<file path="src/rtl/kbd_pkg.sv">
// Shared definitions for the keypad event capture block: FSM state type,
// scanner column bit positions and the default key code width.
package kbd_pkg;

  localparam int CODE_W = 4;

  // Bit positions of the scanner columns inside SCAN_COL.
  // A frame is B, G, F, D in that order.
  localparam int COL_B = 3;
  localparam int COL_G = 2;
  localparam int COL_F = 1;
  localparam int COL_D = 0;

  typedef enum logic [1:0] {
    IDLE      = 2'd0,
    PRESS_DEB = 2'd1,
    HELD      = 2'd2,
    REL_DEB   = 2'd3
  } kbd_state_t;

  // True when exactly one column bit is driven.
  function automatic logic is_onehot4(input logic [3:0] v);
    return (v != 4'd0) && ((v & (v - 4'd1)) == 4'd0);
  endfunction

endpackage

</file>
<file path="src/rtl/scan_frame_acc.sv">
// Per-frame accumulator: folds the four column cycles of one scan frame into
// a single summary (any press, more than one press, first pressed code).
// The summary outputs include the inputs of the current cycle, so on the D
// cycle they describe the complete frame while frame_done is high.
module scan_frame_acc
  import kbd_pkg::*;
#(
  parameter int CODE_W = kbd_pkg::CODE_W
) (
  input  logic              clk,
  input  logic              rst_n,
  input  logic [3:0]        scan_col,
  input  logic [CODE_W-1:0] scan_data,
  input  logic              scan_press,
  output logic              frame_done,
  output logic              f_press,
  output logic              f_multi,
  output logic [CODE_W-1:0] f_code
);

  logic              acc_press;
  logic              acc_multi;
  logic [CODE_W-1:0] acc_code;
  logic              seen_b;
  logic              col_ok;

  logic              nxt_press;
  logic              nxt_multi;
  logic [CODE_W-1:0] nxt_code;

  // Malformed column drives are ignored entirely.
  assign col_ok = is_onehot4(scan_col);

  // Fold the current column into the running frame summary.
  always_comb begin
    nxt_press = acc_press;
    nxt_multi = acc_multi;
    nxt_code  = acc_code;
    if (col_ok) begin
      if (scan_col[COL_B]) begin
        // B opens a new frame, so earlier columns are forgotten.
        nxt_press = scan_press;
        nxt_code  = scan_press ? scan_data : '0;
        nxt_multi = 1'b0;
      end else if (scan_press) begin
        if (acc_press) begin
          nxt_multi = 1'b1;
        end else begin
          nxt_press = 1'b1;
          nxt_code  = scan_data;
        end
      end
    end
  end

  // A D cycle only closes a frame once some B cycle has been observed.
  assign frame_done = col_ok && scan_col[COL_D] && seen_b;
  assign f_press    = nxt_press;
  assign f_multi    = nxt_multi;
  assign f_code     = nxt_code;

  // Hold the running summary and remember whether any frame has started.
  always_ff @(posedge clk or negedge rst_n) begin
    if (!rst_n) begin
      acc_press <= 1'b0;
      acc_multi <= 1'b0;
      acc_code  <= '0;
      seen_b    <= 1'b0;
    end else if (col_ok) begin
      acc_press <= nxt_press;
      acc_multi <= nxt_multi;
      acc_code  <= nxt_code;
      if (scan_col[COL_B]) begin
        seen_b <= 1'b1;
      end
    end
  end

endmodule

</file>
<file path="src/rtl/key_event_capture.sv">
// Keypad event capture: debounces scanned frames, latches one key code per
// physical press and hands it to the MCU through a valid/interrupt/ack
// handshake with a sticky overrun flag. No auto-repeat.
module key_event_capture
  import kbd_pkg::*;
#(
  parameter int DEB_FRAMES = 4,
  parameter int CODE_W     = kbd_pkg::CODE_W
) (
  input  logic              CLK,
  input  logic              RST_N,
  input  logic [3:0]        SCAN_COL,
  input  logic [CODE_W-1:0] SCAN_DATA,
  input  logic              SCAN_PRESS,
  input  logic              KEY_ACK,
  output logic [CODE_W-1:0] KEY_CODE,
  output logic              KEY_VALID,
  output logic              KEY_INT,
  output logic              OVERRUN
);

  localparam int              CNT_W   = $clog2(DEB_FRAMES + 1);
  localparam logic [CNT_W-1:0] CNT_MAX = CNT_W'(DEB_FRAMES);
  localparam logic [CNT_W-1:0] CNT_ONE = CNT_W'(1);

  // Frame counter increment that sticks at the debounce target.
  function automatic logic [CNT_W-1:0] sat_inc(input logic [CNT_W-1:0] v);
    return (v >= CNT_MAX) ? v : v + CNT_ONE;
  endfunction

  logic              frame_done;
  logic              f_press;
  logic              f_multi;
  logic [CODE_W-1:0] f_code;

  kbd_state_t        state;
  kbd_state_t        state_nxt;
  logic [CODE_W-1:0] cand;
  logic [CODE_W-1:0] cand_nxt;
  logic [CNT_W-1:0]  cnt;
  logic [CNT_W-1:0]  cnt_nxt;
  logic [CNT_W-1:0]  cnt_inc;
  logic              accept;
  logic              fr_none;
  logic              fr_key;

  scan_frame_acc #(
    .CODE_W (CODE_W)
  ) u_acc (
    .clk        (CLK),
    .rst_n      (RST_N),
    .scan_col   (SCAN_COL),
    .scan_data  (SCAN_DATA),
    .scan_press (SCAN_PRESS),
    .frame_done (frame_done),
    .f_press    (f_press),
    .f_multi    (f_multi),
    .f_code     (f_code)
  );

  assign fr_none = !f_press;
  assign fr_key  = f_press && !f_multi;
  assign cnt_inc = sat_inc(cnt);

  // Debounce decisions, taken only when a frame completes.
  always_comb begin
    state_nxt = state;
    cand_nxt  = cand;
    cnt_nxt   = cnt;
    accept    = 1'b0;
    if (frame_done) begin
      case (state)
        IDLE: begin
          if (fr_key) begin
            cand_nxt = f_code;
            cnt_nxt  = CNT_ONE;
            if (DEB_FRAMES == 1) begin
              accept    = 1'b1;
              state_nxt = HELD;
            end else begin
              state_nxt = PRESS_DEB;
            end
          end
        end
        PRESS_DEB: begin
          if (fr_key) begin
            if (f_code == cand) begin
              cnt_nxt = cnt_inc;
              if (cnt_inc == CNT_MAX) begin
                accept    = 1'b1;
                state_nxt = HELD;
              end
            end else begin
              // A different key restarts the count for the new candidate.
              cand_nxt = f_code;
              cnt_nxt  = CNT_ONE;
            end
          end else begin
            state_nxt = IDLE;
            cnt_nxt   = '0;
          end
        end
        HELD: begin
          // Only an empty frame starts release; code changes are ignored.
          if (fr_none) begin
            if (DEB_FRAMES == 1) begin
              state_nxt = IDLE;
              cnt_nxt   = '0;
            end else begin
              state_nxt = REL_DEB;
              cnt_nxt   = CNT_ONE;
            end
          end
        end
        REL_DEB: begin
          if (fr_none) begin
            cnt_nxt = cnt_inc;
            if (cnt_inc == CNT_MAX) begin
              state_nxt = IDLE;
              cnt_nxt   = '0;
            end
          end else begin
            state_nxt = HELD;
            cnt_nxt   = '0;
          end
        end
        default: begin
          state_nxt = IDLE;
          cnt_nxt   = '0;
        end
      endcase
    end
  end

  // FSM state plus registered handshake outputs.
  always_ff @(posedge CLK or negedge RST_N) begin
    if (!RST_N) begin
      state     <= IDLE;
      cand      <= '0;
      cnt       <= '0;
      KEY_CODE  <= '0;
      KEY_VALID <= 1'b0;
      KEY_INT   <= 1'b0;
      OVERRUN   <= 1'b0;
    end else begin
      state   <= state_nxt;
      cand    <= cand_nxt;
      cnt     <= cnt_nxt;
      KEY_INT <= accept;
      if (accept) begin
        KEY_VALID <= 1'b1;
        if (KEY_VALID && !KEY_ACK) begin
          // Unread key still pending: keep it and flag the loss.
          OVERRUN <= 1'b1;
        end else begin
          // Acceptance wins over a simultaneous acknowledge.
          KEY_CODE <= f_code;
          OVERRUN  <= 1'b0;
        end
      end else if (KEY_ACK && KEY_VALID) begin
        KEY_VALID <= 1'b0;
        OVERRUN   <= 1'b0;
      end
    end
  end

endmodule

</file>
<file path="config.mk">
export PLATFORM = sky130hd
export DESIGN_NAME = key_event_capture
export DESIGN_NICKNAME = d
export VERILOG_FILES = /design/src/rtl/kbd_pkg.sv /design/src/rtl/scan_frame_acc.sv /design/src/rtl/key_event_capture.sv
export SDC_FILE = /design/constraint.sdc
export NUM_CORES = 1
export LEC_CHECK = 0
export ABC_AREA = 1
export ABC_CLOCK_PERIOD_IN_PS = 2500
export CAP_MARGIN = 20
export CORE_ASPECT_RATIO = 0.75
export CORE_UTILIZATION = 48
export CTS_CLUSTER_DIAMETER = 30
export DETAILED_ROUTE_END_ITERATION = 7
export PLACE_DENSITY_LB_ADDON = 0.15
export SYNTH_ARGS = -nofsm -noshare
export SYNTH_HDL_FRONTEND = slang
export SYNTH_SLANG_ARGS = --single-unit
</file>
<file path="constraint.sdc">
create_clock -name CLK -period 2.5 [get_ports CLK]
set_clock_uncertainty 0.1 [all_clocks]
set_input_delay 0.25 -clock CLK [delete_from_list [all_inputs] [get_ports CLK]]
set_output_delay 0.25 -clock CLK [all_outputs]
set_load 0.005 [all_outputs]
</file>
# Yosys cells after proc, flatten, opt, wreduce, memory -nomap -nowiden
# Index checks and enable logic that the tools add are counted.
dict set report classes {
  muxes 41
  n_eq_ne 12
  n_bitwise 2
  n_reduce_logical 18
  magnitude_cmp 1
  addsub 2
}
# operator count
set ops {}
lappend ops {{two-way mux 4 bit} 8}
lappend ops {{two-way mux 3 bit} 7}
lappend ops {{two-way mux 1 bit} 16}
lappend ops {{two-way mux 2 bit} 7}
lappend ops {{one-hot mux 3 bit (4 select lines)} 1}
lappend ops {{inequality test 3 bit, second input constant} 3}
lappend ops {{inequality test 2 bit, second input constant} 4}
lappend ops {{one-hot mux 2 bit (4 select lines)} 1}
lappend ops {{one-hot mux 4 bit (2 select lines)} 1}
lappend ops {{logical AND 1 bit} 6}
lappend ops {{AND reduction 6 bit} 1}
lappend ops {{AND reduction 5 bit} 1}
lappend ops {{AND 4 bit} 1}
lappend ops {{equality test 2 bit, second input constant} 2}
lappend ops {{equality test 4 bit} 1}
lappend ops {{logical NOT 4 bit} 1}
lappend ops {{AND reduction 2 bit} 2}
lappend ops {{nonzero test 2 bit} 2}
lappend ops {{nonzero test 4 bit} 1}
lappend ops {{subtractor 4 x 1 -> 4 bit, second input constant} 1}
lappend ops {{adder 3 x 1 -> 3 bit, second input constant} 1}
lappend ops {{equality test 3 bit, second input constant} 1}
lappend ops {{>= comparator 3 bit, second input constant} 1}
lappend ops {{AND reduction 3 bit} 1}
lappend ops {{4 further kinds} 5}
dict set report totals {
  input_bits 12
  out_inout_bits 7
  wordCells 87
  register_bits 23
}

# Depth between registers and ports, before layout
dict set report depth {
  word_depth 11
  ltp_mapped 16
  depth_no_buf 16
}

# Hierarchy
# Synthesis repeated with hierarchy kept, for this count alone.
dict set report unflattened {
  cells_unflattened 185
  area_unflattened_um2 1436.4
}
# mod instances seq_area_each_um2 area_each_um2 cells_per_inst
set by_module_without_submodules {}
lappend by_module_without_submodules {key_event_capture 1 400.4 973.4 133}
lappend by_module_without_submodules {scan_frame_acc 1 175.2 462.9 52}

# Worst setup path after synthesis
# No wires, ideal clock.
dict set report synth_path {
  path_kind {register -> register}
  startpoint {register cnt[0]}
  endpoint {register KEY_CODE[0]}
  required_ns 2.335
  period_less_slack_ns 1.764
  arrival_time_ns 1.600
  stages_incl_launch_ff 12
  setup_time_ns 0.065
  setup_slack_ns 0.736
  n_path_buf 0
  cell_sequence {dfrtp_1 -> inv_1 -> ha_1 -> nor2_1 -> a21oi_1 -> nor3_1 -> inv_1 -> nor2_1 -> inv_1 -> nor2_4 -> nand3_1 -> nand2_1}
}
dict set report synth_via {
  elab_chain_len 9
  elab_cells_between_ends 10
  classes_between {add/sub (1); order compare (1); eq/ne (1); mux (6); reduce/logical (1)}
}
# item line_no
set synth_rtl {}
lappend synth_rtl {{start: declaration} key_event_capture.sv:40} ;# logic [CNT_W-1:0] cnt;
lappend synth_rtl {{start signal: assignment} key_event_capture.sv:148} ;# cnt <= cnt_nxt;
lappend synth_rtl {{adder 3 x 1 -> 3 bit / >= comparator 3 bit (equally long branches)} key_event_capture.sv:28} ;# return (v >= CNT_MAX) ? v : v + CNT_ONE;
lappend synth_rtl {{two-way mux 3 bit (*)} key_event_capture.sv:28}
lappend synth_rtl {{equality test 3 bit (*)} key_event_capture.sv:89} ;# if (cnt_inc == CNT_MAX) begin
lappend synth_rtl {{two-way mux 1 bit (*)} key_event_capture.sv:89}
lappend synth_rtl {{two-way mux 1 bit (*)} key_event_capture.sv:87} ;# if (f_code == cand) begin
lappend synth_rtl {{two-way mux 1 bit (*)} key_event_capture.sv:86} ;# if (fr_key) begin
lappend synth_rtl {{two-way mux 1 bit (*)} key_event_capture.sv:72} ;# case (state)
lappend synth_rtl {{two-way mux 1 bit (*)} key_event_capture.sv:71} ;# if (frame_done) begin
lappend synth_rtl {{named net accept} key_event_capture.sv:43} ;# logic accept;
lappend synth_rtl {{AND reduction 2 bit (no source line) (*)} --}
lappend synth_rtl {{end signal: assignment} key_event_capture.sv:157} ;# KEY_CODE <= f_code;
lappend synth_rtl {{end: declaration} key_event_capture.sv:16} ;# output logic [CODE_W-1:0] KEY_CODE,
# The timed path passes the listed nets; every way through them passes the cells marked *.
# A chain may end at the register's enable or synchronous reset.

# Worst setup path in the final report
dict set report layout_path {
  startpoint {input SCAN_PRESS}
  endpoint {register KEY_CODE[1]}
}
dict set report layout_via {
  elab_chain_len 9
  elab_cells_between_ends 18
  classes_between {eq/ne (1); mux (14); reduce/logical (3)}
}
# item line_no
set layout_rtl {}
lappend layout_rtl {{start: declaration} key_event_capture.sv:14} ;# input logic SCAN_PRESS,
lappend layout_rtl {{two-way mux 4 bit, or another cell as far along} scan_frame_acc.sv:45} ;# end else if (scan_press) begin
lappend layout_rtl {{two-way mux 4 bit / two-way mux 1 bit (equally long branches)} scan_frame_acc.sv:40} ;# if (scan_col[COL_B]) begin
lappend layout_rtl {{two-way mux 4 bit / two-way mux 1 bit (equally long branches)} scan_frame_acc.sv:39} ;# if (col_ok) begin
lappend layout_rtl {{equality test 4 bit / logical NOT 1 bit (equally long branches)} {key_event_capture.sv:87, key_event_capture.sv:62}}
lappend layout_rtl {{two-way mux 1 bit / logical AND 1 bit (equally long branches)} {key_event_capture.sv:87, key_event_capture.sv:62}}
lappend layout_rtl {{two-way mux 1 bit} key_event_capture.sv:86}
lappend layout_rtl {{two-way mux 1 bit} key_event_capture.sv:72}
lappend layout_rtl {{two-way mux 1 bit} key_event_capture.sv:71}
lappend layout_rtl {{AND reduction 2 bit (no source line)} --}
# Parallel ways exist; a longest one is shown, timed or not.

==> metrics.yaml <==
clocking:
  cts_buffer_depth: 2
  cts_buffers: 3
  cts.sinks: 23
  cts_setup_buffers: 0
  htreeDepth: 1
  root_buffer: "clkbuf_8"
  clk_latency_ns: 0.26
  cts_resized: 0
  cts_hold_buf: 0
  cts_tree: "built"
  cts.clk_slew.worst_paths_ns: 0.08
timing:
  layout_setup_ws_ns: 0.3803
  period_needed_ns: 2.120
  period_share_pct: 84.79
  finalHoldViolCount: 0
  rsz0062_at_grt: "no"
  setup_viol: 0
  max_slew_margin_pct: 81.02
  fmax_mhz: 471.8
  worst_pin_slew_ns: 0.2847
  drv_slew: 0
  final.setup.tns_ns: 0
global_routing:
  track_usage_pct: 22.52
  grt_max_degree: 24
  antenna_found_initial: 0
  grt_pass1_wl_mm: 5.575
  first_global_vias: 1270
  overflow: 0
power_and_ir_drop:
  p_per_area_nw_per_um2: 695.5
  p_leak_nw: 0.9421
  vdd_drop_max_mv: 0.3975
worst_setup_path:
  crit_arrival_ns: 2.17
  crit_top_cell: "nand2_1"
  startpoint_type: "input port"
  end_kind: "flop"
  critical_path_required_ns: 2.55
  rrSetupSlack_ns: 0.51
  max_stage_delay_ns: 0.58
  critPathKind: "in2reg"
  r2r-end: "KEY_CODE[2]"
  crit_chain: "clkdlybuf4s50_1, inv_2, a21oi_2, nand4_1, nand2_2, nand2_1, nand2_1, nand2_2, nor2_4, nand4_2, nand2_1, nand2_1"
  r2r_cells: 11
  crit_fanout: 5
  timing.rr.start: "cnt[0]"
  crit_slowest_cell: "clkdlybuf4s50_1"
floorplan:
  fp.dieArea_um2: 3329
  die_w_um: 66.29
  core_um2: 2935
  rows: 17
  io_pins: 19
  die_y_um: 50.22
  start_util_pct: 50.68
place:
  dpl.hpwl_mm: 2.548
  portBuffers: 18
  pre_cts_ws_ns: 0.1324
  placed_cells: 261
  routabilityCongestion: 0.8637
yosys:
  synth_fp_nets: 217
  synth_most_common_cell: "nand2_1"
  synth_ff_type: "dfrtp_1"
  synth_cells: 203
  netlist_top_cells_area: "dfrtp_1 39%, nand2_1 19%, nand3_1 8.7%"
  ys_seq_area_share_pct: 38.69
  synth_cell_type_count: 26
  yosys.area.top_type: "dfrtp_1"
  syn_area_um2: 1488
  synth_top_area_share_pct: 38.69
  avgSynthCellArea_um2: 7.328
  synth_warnings: 0
  ys_ff_latch: 23
  synth-edff-count: 0
  synthArstFlopShare_pct: 100.0
  synth_common_cells: "75 x nand2_1, 26 x nand3_1, 24 x inv_1"
route:
  wl_per_cell_um: 11.71
  num_vias: 1305
  vias_per_cell: 4.925
  drt_iter0_markers: 86
  postRouteAntennaNets: 0
  wirelength_mm: 3.103
  first_pass_iters: 4
  route.detailed.drc: 0
min_path:
  hp-class: "in2async"
cells_and_area:
  num_antenna_cells: 0
  drive_gt1_share_pct: 15.86
  final_core_util_pct: 60.49
  areaGrowthSynthToFinish_pct: 19.34
  fin_nets: 242
  fin_cells: 265
run:
  maxCapViolCount: 0
run_status:
  status: "finished clean"
worst max path at each step:
stage	startpoint	end	cells after the start	slack (ns)
after CTS	SCAN_COL[3]	KEY_CODE[0]	12	0.41
after global routing	SCAN_COL[1]	KEY_CODE[1]	16	0.16
after floorplan	cnt[0]	KEY_CODE[0]	11	0.74
after detailed placement	SCAN_COL[3]	KEY_CODE[3]	12	0.13
after global placement	SCAN_COL[2]	KEY_CODE[0]	14	0.17
final	SCAN_PRESS	KEY_CODE[1]	12	0.38
flip-flops by register name, indices dropped and copies added, names as in the netlist, 2 cells and up:
| register | count |
|---|---|
| KEY_CODE | 4 |
| cand | 4 |
| u_acc.acc_code | 4 |
| cnt | 3 |
| state | 2 |
per-layer routing:
metal | global-route usage [%] | vias to the layer above | part of all wire (%)
met3 | 5.682 | 2 | 3.2
met2 | 34.69 | 16 | 47
met1 | 31.01 | 594 | 50
met5 | 0 | - | 0
met4 | 7.092 | 0 | 0.45
li1 | - | 693 | -
critical path: cells and delay by family:
kind / cells / cell delay [ns]
AO/OA/AOI/OAI: 1 / 0.21
buffers and inverters: 2 / 0.67
AND/OR/NAND/NOR: 9 / 1.00
logic make-up after synthesis:
group	Yosys count	share of synthesized area, %
AO/OA/AOI/OAI	10	4.289
XOR/XNOR	1	0.5888
adder cells (fa/ha/maj)	2	1.682
buffers and inverters	29	7.401
flip-flops	23	38.69
AND/OR/NAND/NOR	138	47.35
per-stage QoR:
| step | hold slack, ns | instance area [um^2] | power, W |
|---|---|---|---|
| floorplan | -0.1456 | 1488 | 0.0008940 |
| global route | 0.2550 | 1775 | 0.001341 |
| CTS | 0.2389 | 1775 | 0.001243 |
| detailed placement | 0.3690 | 1730 | 0.001012 |
| global placement | 0.3683 | 1730 | 0.0009950 |
| finish | 0.2261 | 1775 | 0.001235 |
cell type report:
class | count | area (um^2)
Tap cell | 38 | 47.55
Fill cell | 270 | 1160
Timing Repair Buffer | 20 | 195.2
Multi-Input combinational cell | 151 | 802.0
Clock buffer | 4 | 45.04
Sequential cell | 23 | 575.6
Inverter | 29 | 110.1
where the power goes:
part	internal, W	leakage (nW)	switching, W	total [W]
Clock	0.000114	0.0228	0.000110	0.000224
Sequential	0.000442	0.298	0.0000653	0.000507
Combinational	0.000172	0.622	0.000331	0.000504
Total	0.000728	0.942	0.000507	0.00123
cell usage in the layout (no fill, tap or decap), types with 3 or more instances in the layout:
cell type / Yosys / final
nand2_1: 75 / 75
nand3_1: 26 / 26
inv_1: 24 / 24
dfrtp_1: 23 / 23
clkdlybuf4s50_1: 0 / 18
nor2_1: 9 / 9
nand2_2: 8 / 8
nand2_4: 5 / 5
inv_2: 4 / 4
nand4_1: 3 / 3
o21ai_0: 3 / 3
nand4_2: 3 / 3
clkbuf_8: 0 / 3
Note: power is estimated with default switching activity, not from simulation.
